<file path="config.mk">
export PLATFORM = sky130hd
export DESIGN_NAME = control_unit
export DESIGN_NICKNAME = d
export VERILOG_FILES = /design/src/rtl/control_unit.sv
export SDC_FILE = /design/constraint.sdc
export NUM_CORES = 1
export LEC_CHECK = 0
export ABC_AREA = 1
export BUFFER_PORTS_ARGS = -buffer_cell sky130_fd_sc_hd__buf_2
export CAP_MARGIN = 0
export CORE_AREA = 2 2 42 44
export DETAILED_ROUTE_END_ITERATION = 16
export DIE_AREA = 0 0 44 46
export PLACE_DENSITY = 0.72
export REMOVE_ABC_BUFFERS = 1
export SLEW_MARGIN = 10
export SYNTH_ARGS = -nofsm -noshare
export SYNTH_HDL_FRONTEND = slang
export SYNTH_SLANG_ARGS = --single-unit
</file>
<file path="constraint.sdc">
create_clock -name clk -period 0.8 [get_ports clk]
set_clock_uncertainty 0.05 [all_clocks]
set_input_delay 0.08 -clock clk [delete_from_list [all_inputs] [get_ports clk]]
set_output_delay 0.08 -clock clk [all_outputs]
set_load 0.005 [all_outputs]
</file>
<file path="src/rtl/control_unit.sv">
// Main decoder for a MIPS subset datapath: opcode/funct in, registered control vector out.
// Optional jump (j, opcode 000010) decode is enabled by defining CTRL_J_INSN_EN.
module control_unit (
    input  logic       clk,
    input  logic       rst_n,
    input  logic [5:0] special,
    input  logic [5:0] offest,
    output logic [2:0] ALUop,
    output logic [2:0] EXTop,
    output logic [2:0] NPCop,
    output logic       GRFWE,
    output logic       DMWN,
    output logic [2:0] RAsel,
    output logic [2:0] RWsel,
    output logic [2:0] ABsel
);

`ifdef CTRL_J_INSN_EN
    localparam logic J_EN = 1'b1;
`else
    localparam logic J_EN = 1'b0;
`endif

    localparam logic [5:0] OP_RTYPE = 6'b000000;
    localparam logic [5:0] OP_ORI   = 6'b001101;
    localparam logic [5:0] OP_LW    = 6'b100011;
    localparam logic [5:0] OP_SW    = 6'b101011;
    localparam logic [5:0] OP_BEQ   = 6'b000100;
    localparam logic [5:0] OP_LUI   = 6'b001111;
    localparam logic [5:0] OP_JAL   = 6'b000011;
    localparam logic [5:0] OP_J     = 6'b000010;

    localparam logic [5:0] FN_ADD = 6'b100000;
    localparam logic [5:0] FN_SUB = 6'b100010;
    localparam logic [5:0] FN_JR  = 6'b001000;

    typedef struct packed {
        logic [2:0] aluop;
        logic [2:0] extop;
        logic [2:0] npcop;
        logic       grfwe;
        logic       dmwn;
        logic [2:0] rasel;
        logic [2:0] rwsel;
        logic [2:0] absel;
    } ctrl_t;

    localparam ctrl_t CTRL_NOP = '{3'b000, 3'b000, 3'b000, 1'b0, 1'b0, 3'b000, 3'b000, 3'b000};

    ctrl_t dec_s;

    // Combinational decode of opcode/funct into the control vector; unknowns map to NOP.
    always_comb begin
        dec_s = CTRL_NOP;
        case (special)
            OP_RTYPE: begin
                case (offest)
                    FN_ADD:  dec_s = '{3'b000, 3'b000, 3'b000, 1'b1, 1'b0, 3'b001, 3'b000, 3'b000};
                    FN_SUB:  dec_s = '{3'b001, 3'b000, 3'b000, 1'b1, 1'b0, 3'b001, 3'b000, 3'b000};
                    FN_JR:   dec_s = '{3'b000, 3'b000, 3'b011, 1'b0, 1'b0, 3'b000, 3'b000, 3'b000};
                    default: dec_s = CTRL_NOP;
                endcase
            end
            OP_ORI:  dec_s = '{3'b010, 3'b000, 3'b000, 1'b1, 1'b0, 3'b000, 3'b000, 3'b001};
            OP_LW:   dec_s = '{3'b000, 3'b001, 3'b000, 1'b1, 1'b0, 3'b000, 3'b001, 3'b001};
            OP_SW:   dec_s = '{3'b000, 3'b001, 3'b000, 1'b0, 1'b1, 3'b000, 3'b000, 3'b001};
            OP_BEQ:  dec_s = '{3'b001, 3'b001, 3'b001, 1'b0, 1'b0, 3'b000, 3'b000, 3'b000};
            OP_LUI:  dec_s = '{3'b011, 3'b010, 3'b000, 1'b1, 1'b0, 3'b000, 3'b000, 3'b001};
            OP_JAL:  dec_s = '{3'b000, 3'b000, 3'b010, 1'b1, 1'b0, 3'b010, 3'b010, 3'b000};
            OP_J: begin
                if (J_EN) begin
                    dec_s = '{3'b000, 3'b000, 3'b010, 1'b0, 1'b0, 3'b000, 3'b000, 3'b000};
                end else begin
                    dec_s = CTRL_NOP;
                end
            end
            default: dec_s = CTRL_NOP;
        endcase
    end

    // Output register stage; reset forces the NOP vector (PC+4, no writes).
    always_ff @(posedge clk or negedge rst_n) begin
        if (!rst_n) begin
            ALUop <= 3'b000;
            EXTop <= 3'b000;
            NPCop <= 3'b000;
            GRFWE <= 1'b0;
            DMWN  <= 1'b0;
            RAsel <= 3'b000;
            RWsel <= 3'b000;
            ABsel <= 3'b000;
        end else begin
            ALUop <= dec_s.aluop;
            EXTop <= dec_s.extop;
            NPCop <= dec_s.npcop;
            GRFWE <= dec_s.grfwe;
            DMWN  <= dec_s.dmwn;
            RAsel <= dec_s.rasel;
            RWsel <= dec_s.rwsel;
            ABsel <= dec_s.absel;
        end
    end

endmodule

</file>
==> flow_summary.rst, run 1 <==
.. list-table::
   :header-rows: 1

   * - Metric
     - Value
   * - Outcome
     - finished with violations
   * - Violations in the final reports
     - setup timing
   * - Remaining design rule violation count
     - 0
   * - Global routing usage summed across all routing layers
     - 11.8%
   * - Number of rows created at floorplan
     - 15
   * - Max incr delay on CP
     - 380 ps
   * - Final HPWL from detailed placement
     - 935 um
   * - Worst setup slack before clock tree synthesis
     - -64.6 ps
   * - Maximum net fanout on the critical path
     - 2
   * - Violation count after the first detailed-route iteration
     - 20
   * - Warning count from the yosys run
     - 0
   * - Number of global-route vias before repair
     - 448
   * - Critical path origin
     - RWsel[1]
   * - Synth Register Bits
     - 12
   * - Antenna violations before repair
     - 0
   * - Count of input and output buffers
     - 26
   * - Unrepaired setup endpoints after global routing
     - yes
   * - Number of clock sinks
     - 12
   * - DIE HEIGHT
     - approximately 46 um
   * - Most used standard cell by instance count after synthesis
     - sky130_fd_sc_hd__inv_1
   * - Total detailed-routing wirelength
     - about 1100 um
   * - Syn Area/Cell
     - 8.56 sq um
   * - Vias per cell
     - 4.38
   * - Final Slew Violations
     - 0
   * - Length of routed met3 wiring
     - 103 um
   * - TritonCTS clock tree
     - yes
   * - Max Buffers Root-to-Sink
     - 2
   * - Post-route non-filler standard cell count
     - 117
   * - Fraction of the yosys area taken by sequential cells
     - 50.1%
   * - Number of fill cells in the layout
     - 158
   * - Total power density per cell area
     - around 1400 nW/um^2
   * - Commonest register cell after synthesis
     - sky130_fd_sc_hd__dfrtp_1
   * - Hold depth
     - 3
   * - Highest metal layer used by the detailed router
     - met4
   * - Floorplan die area
     - roughly 2000 sq um
   * - Number of buffer and inverter instances along the worst setup path
     - 1
   * - Core Footprint
     - 1610 sq um
   * - Share of the synthesized area in the top cell type
     - 50.1%
   * - Kind of path behind the tightest hold check
     - in2reg
   * - Number of logic stages on the critical path including buffering
     - 1
   * - Initial core utilization
     - 37.1%
   * - Max Clock Freq
     - 1.12 GHz
   * - Initial DRT Pass Iterations
     - 4
   * - CP top delay family
     - flip-flops
   * - Master of the slowest instance on the critical path
     - sky130_fd_sc_hd__dfrtp_1
   * - Count of nets left with antenna violations after detail routing
     - 0
   * - Routed length per instance
     - 9.13 um
   * - Global-route wire length before repair
     - roughly 1700 um
   * - Worst-path clk slew
     - 60 ps
   * - Largest area contributor in the netlist
     - sky130_fd_sc_hd__dfrtp_1
   * - Number of H-tree levels
     - 1
   * - FFs w/ async S/R, synth
     - 100%
   * - Count of final setup violators
     - 13
   * - Cell chain of the critical path
     - buf_2
   * - Post-route worst setup slack
     - -88.9 ps
   * - Overall power
     - 1.09 mW
   * - Path type of the worst setup path
     - reg2out
   * - Layout cells sized above 1
     - 37.0%
   * - End-of-flow core utilization
     - 47.1%
   * - Kind of capture point of the worst setup path
     - output port
   * - Final Wtd Congestion
     - 0.752
   * - Number of enable flip-flop cells after synthesis
     - 0
   * - Commonest cells post-synth
     - sky130_fd_sc_hd__inv_1 (13), sky130_fd_sc_hd__dfrtp_1 (12), sky130_fd_sc_hd__nand3_1 (9), sky130_fd_sc_hd__nor2_1 (9), sky130_fd_sc_hd__buf_4 (8)
   * - Cell at the root of the clock tree
     - sky130_fd_sc_hd__clkbuf_4
   * - Met2 Routed Length
     - ~540 um
   * - Post-CTS setup-driven buffer insertion count
     - 0
   * - Required time of the critical path
     - 670 ps
   * - Minimum clock period
     - ~890 ps
   * - Number of buffers added by the clock tree synthesis step
     - 3
   * - Horizontal die dimension
     - 44 um
   * - Cell count after synthesis
     - 70
   * - Critical path destination
     - RAsel[1]
   * - Worst-case hold slack
     - 84.6 ps
   * - Largest net degree at the start of global routing
     - 13
   * - Cell total after placement
     - 113
   * - Worst path arrival time
     - 760 ps
   * - Number of hold-slack violations in the final timing report
     - 0
   * - Max-cap violations
     - 0
   * - Mapped cell area
     - 599 sq um
   * - Number of inserted diodes
     - 0
   * - Number of primary I/O pins
     - 34
   * - Lkg Pwr
     - 0.519 nW
   * - Yosys cell types
     - 15
   * - CTS resizes
     - 0
   * - Vias after detailed routing
     - 513
   * - Main area contributors after synthesis
     - sky130_fd_sc_hd__dfrtp_1 (50%), sky130_fd_sc_hd__buf_4 (10%), sky130_fd_sc_hd__inv_1 (8.1%)
   * - Ratio of final minimum period to clock period
     - 111%
   * - Total congestion overflow after global routing
     - 0
   * - Area added between synthesis and finish
     - 26.9%
   * - Post-Route M1 WL
     - 388 um
   * - Max VDD drop
     - 0.000342 V
   * - Net count, final
     - around 120
   * - Launching element type of the critical path
     - flop
per-layer routing:
layer / global-route usage, % / up-vias
met1: 10.9 / 223
met4: 9.09 / 0
met3: 3.57 / 4
met2: 21.5 / 29
met5: 0 / -
li1: - / 257
worst min path at each step:
stage	startpoint	end	slack, ps
final	offest[1]	ALUop[0]	80
after floorplan	rst_n	ABsel[0]	-270
after CTS	offest[0]	NPCop[1]	70
after global routing	offest[0]	NPCop[1]	90
after detailed placement	rst_n	ABsel[0]	-90
after global placement	rst_n	RWsel[0]	-90
timing repair:
item	4_1_cts	5_1_grt
hold endpoints to repair	12	0
hold buffers	1	0
endpoints found under the setup margin	13	13
cloned	0	0
area by class of cell:
class | instances | area (sq um) | area share (%)
Tap cell | 17 | 21.3 | 2.80
Sequential cell | 12 | 300 | 39.5
Inverter | 13 | 48.8 | 6.41
Clock buffer | 3 | 22.5 | 2.96
Multi-Input combinational cell | 43 | 213 | 28.0
Timing Repair Buffer | 29 | 155 | 20.4
through the flow:
stage	area, sq um	setup TNS (ps)
4_1_cts	761	-953
3_3_place_gp	728	-164
5_1_grt	761	-1330
6_report	761	-796
2_1_floorplan	562	0
3_5_place_dp	728	-268
registers in the layout, summed over array words and instances (netlist names):
name   flops
NPCop      2
DMWN       1
RAsel      1
ABsel      1
EXTop      2
GRFWE      1
ALUop      2
RWsel      2
power breakdown:
| group | internal [mW] | leakage (nW) | switching (mW) |
|---|---|---|---|
| Clock | 0.173 | 0.0138 | 0.157 |
| Sequential | 0.616 | 0.166 | 0.00200 |
| Combinational | 0.0561 | 0.339 | 0.0828 |
| Total | 0.845 | 0.519 | 0.242 |
kinds of logic after synthesis:
group | synth area share, %
AO/OA/AOI/OAI | 0.834
AND/OR/NAND/NOR | 30.3
other | 0.626
flip-flops | 50.1
buffers and inverters | 18.2
cells in the final DEF (no fill, tap or decap):
cell type	Yosys	final
sky130_fd_sc_hd__nand3b_1	1	1
sky130_fd_sc_hd__nand2_1	6	6
sky130_fd_sc_hd__conb_1	1	7
sky130_fd_sc_hd__nor2_1	9	9
sky130_fd_sc_hd__nand3_1	9	9
sky130_fd_sc_hd__nand4_1	2	2
sky130_fd_sc_hd__buf_2	0	26
sky130_fd_sc_hd__o21ai_0	1	1
sky130_fd_sc_hd__clkbuf_4	0	3
sky130_fd_sc_hd__or2_1	1	1
sky130_fd_sc_hd__nand2_2	2	2
sky130_fd_sc_hd__nor2_2	2	2
sky130_fd_sc_hd__inv_1	13	13
sky130_fd_sc_hd__buf_4	8	2
sky130_fd_sc_hd__dfrtp_1	12	12
sky130_fd_sc_hd__and2_1	1	1
sky130_fd_sc_hd__nor2_4	2	2
sky130_fd_sc_hd__dlygate4sd3_1	0	1
(Power assumes the default switching activity.)
==> run 2, diff against run 1 <==
--- a/config.mk
+++ b/config.mk
@@ -8,9 +8,9 @@
 export ABC_AREA = 1
 export BUFFER_PORTS_ARGS = -buffer_cell sky130_fd_sc_hd__buf_2
 export CAP_MARGIN = 0
-export CORE_AREA = 2 2 42 44
+export CORE_AREA = 4 4 44 46
 export DETAILED_ROUTE_END_ITERATION = 16
-export DIE_AREA = 0 0 44 46
+export DIE_AREA = 0 0 48 50
 export PLACE_DENSITY = 0.72
 export REMOVE_ABC_BUFFERS = 1
 export SLEW_MARGIN = 10
==> run 2 against run 1 <==
  * Cell count is the same
  * Via count grew 0.39%
  * Core utilization grew 4.2 points
  * Largest cell class unchanged
  * Combinational power is essentially flat
  * Die area grew 19%
  * The run still ends with setup timing left
  * Critical endpoint is now RWsel[1]
  * Non-clock buffer count is the same
  * Cell area grew 1.6%
==> flow_summary.rst, run 2 (synthesis gave the netlist of run 1 again) <==
.. list-table::
   :header-rows: 1

   * - Metric
     - Value
   * - Length of routed met3 wiring
     - 139 um (+35%)
   * - Launching element type of the critical path
     - flop
   * - Worst-case hold slack
     - 50.4 ps (-34.2 ps)
   * - Kind of capture point of the worst setup path
     - output port
   * - Violation count after the first detailed-route iteration
     - 6 (-70%)
   * - Path type of the worst setup path
     - reg2out
   * - Instance area at placement
     - 727 sq um (-0.17%)
   * - Max incr delay on CP
     - 370 ps (about the same)
   * - Fin area
     - 773 sq um (+1.6%)
   * - Number of primary I/O pins
     - 34 (unchanged)
   * - Total power density per cell area
     - 1570 nW/um^2 (+10%)
   * - Worst path arrival time
     - 760 ps (about the same)
   * - Net count, final
     - 116 (unchanged)
   * - Worst hold path endpoint
     - RAsel[0]
   * - Number of global-route vias before repair
     - 440 (-1.8%)
   * - Number of buffer and inverter instances along the worst setup path
     - 1 (unchanged)
   * - Met2 Routed Length
     - 500 um (-7.4%)
   * - Hold depth
     - 4 (+1)
   * - Highest-count cells in the layout ignoring fill and taps
     - sky130_fd_sc_hd__buf_2 (26), sky130_fd_sc_hd__inv_1 (13), sky130_fd_sc_hd__dfrtp_1 (12)
   * - Largest net degree at the start of global routing
     - 13 (unchanged)
   * - Count of nets left with antenna violations after detail routing
     - 0 (unchanged)
   * - Final Slew Violations
     - 0 (unchanged)
   * - Global routing usage summed across all routing layers
     - 9.67% (-2.1 points)
   * - DIE HEIGHT
     - 50 um (+8.7%)
   * - CP top delay family
     - flip-flops
   * - Number of rows created at floorplan
     - 14 (-1)
   * - Maximum net fanout on the critical path
     - 2 (unchanged)
   * - Initial DRT Pass Iterations
     - 2 (-2)
   * - Outcome
     - finished with violations
   * - Startpoint of the tightest hold check path
     - offest[0]
   * - Worst-path clk slew
     - 70 ps (about the same)
   * - Cell chain of the critical path
     - buf_2
   * - Horizontal die dimension
     - 48 um (+9.1%)
   * - Max Buffers Root-to-Sink
     - 2 (unchanged)
   * - Kind of path behind the tightest hold check
     - in2reg
   * - Post-Route M1 WL
     - 403 um (+3.9%)
   * - Ratio of final minimum period to clock period
     - 111% (-0.26 points)
   * - Most common library cell in the layout ignoring fill and taps
     - sky130_fd_sc_hd__buf_2
   * - Post-route worst setup slack
     - -86.9 ps (+2.07 ps)
   * - Number of inserted diodes
     - 0 (unchanged)
   * - Cell total after placement
     - 112 (-0.88%)
   * - Count of final setup violators
     - 13 (unchanged)
   * - Core Footprint
     - 1510 sq um (-6.7%)
   * - Count of input and output buffers
     - 26 (unchanged)
   * - Global-route wire length before repair
     - 1660 um (-1.2%)
   * - Max-cap violations
     - 0 (unchanged)
   * - Lkg Pwr
     - 0.526 nW (+1.4%)
   * - Number of buffers added by the clock tree synthesis step
     - 3 (unchanged)
   * - Total congestion overflow after global routing
     - 0 (unchanged)
   * - Max Clock Freq
     - 1.13 GHz (+0.23%)
   * - Post-route non-filler standard cell count
     - 117 (unchanged)
   * - Overall power
     - 1.22 mW (+12%)
   * - Vias after detailed routing
     - 515 (+0.39%)
   * - TritonCTS clock tree
     - yes
   * - Floorplan die area
     - 2400 sq um (+19%)
   * - Remaining design rule violation count
     - 0 (unchanged)
   * - Number of clock sinks
     - 12 (unchanged)
   * - Master of the slowest instance on the critical path
     - sky130_fd_sc_hd__dfrtp_1
   * - Minimum clock period
     - 887 ps (-2.07 ps)
   * - Antenna violations before repair
     - 0 (unchanged)
   * - Routed length per instance
     - 9.12 um (about the same)
   * - Unrepaired setup endpoints after global routing
     - yes
   * - Layout cells sized above 1
     - 37.6% (+0.62 points)
   * - Final Wtd Congestion
     - 0.776 (+3.2%)
   * - Max VDD drop
     - 0.000568 V (+66%)
   * - Number of hold-slack violations in the final timing report
     - 0 (unchanged)
   * - Area added between synthesis and finish
     - 29.0%
   * - Vias per cell
     - 4.40 (+0.39%)
   * - Violations in the final reports
     - setup timing
   * - Initial core utilization
     - 39.8% (+2.7 points)
   * - Post-CTS setup-driven buffer insertion count
     - 0 (unchanged)
   * - Number of H-tree levels
     - 1 (unchanged)
   * - Final HPWL from detailed placement
     - 915 um (-2.1%)
   * - Total negative slack
     - -965 ps (-169 ps)
   * - Required time of the critical path
     - 670 ps (about the same)
   * - Cell at the root of the clock tree
     - sky130_fd_sc_hd__clkbuf_4
   * - Highest metal layer used by the detailed router
     - met4
   * - Total detailed-routing wirelength
     - 1070 um (about the same)
[run 2: cell count changes in the layout (fill, tap and decap cells not counted), sizes merged]
cell    previous run  this run
clkbuf             3         4
[run 2: layout make-up]
type / count / area [sq um]
Clock buffer: 4 / 36.3
Multi-Input combinational cell: 43 / 213
Inverter: 13 / 48.8
Sequential cell: 12 / 300
Fill cell: 142 / 733
Timing Repair Buffer: 29 / 155
Tap cell: 16 / 20.0
[run 2: worst max-delay path by stage]
stage                     slack, ps        to       start  cells past startpoint
after floorplan                 120     GRFWE  special[1]                      6
after global placement          -50  NPCop[1]  special[0]                      5
after detailed placement        -60  NPCop[0]  special[2]                      6
after CTS                      -100  RAsel[1]    RWsel[1]                      1
after global routing           -130  RWsel[1]    RWsel[1]                      1
final                           -90  RWsel[1]    RWsel[1]                      1
[run 2: what timing repair did]
item / CTS / global route
hold buffers: 1 / 0
pin swaps: 0 / 0
gates resized for setup: 0 / 0
setup endpoints to repair: 13 / 13
hold endpoints to repair: 12 / 0
[run 2: report_power, final]
part	switching, mW	internal, mW
Clock	0.184	0.276
Combinational	0.0819	0.0561
Sequential	0.00187	0.616
[run 2: stage by stage]
step	utilization, %	worst slack (ps)
detailed placement	48.3	-60.1
global route	51.3	-125
global placement	48.3	-46.8
floorplan	-	118
CTS	51.3	-102
finish	51.3	-86.9
[run 2: routing by layer]
metal | GRT usage (%) | vias to the layer above
li1 | - | 259
met1 | 9.98 | 230
met2 | 16.1 | 24
met3 | 1.09 | 2
met4 | 8.07 | 0
met5 | 0 | -
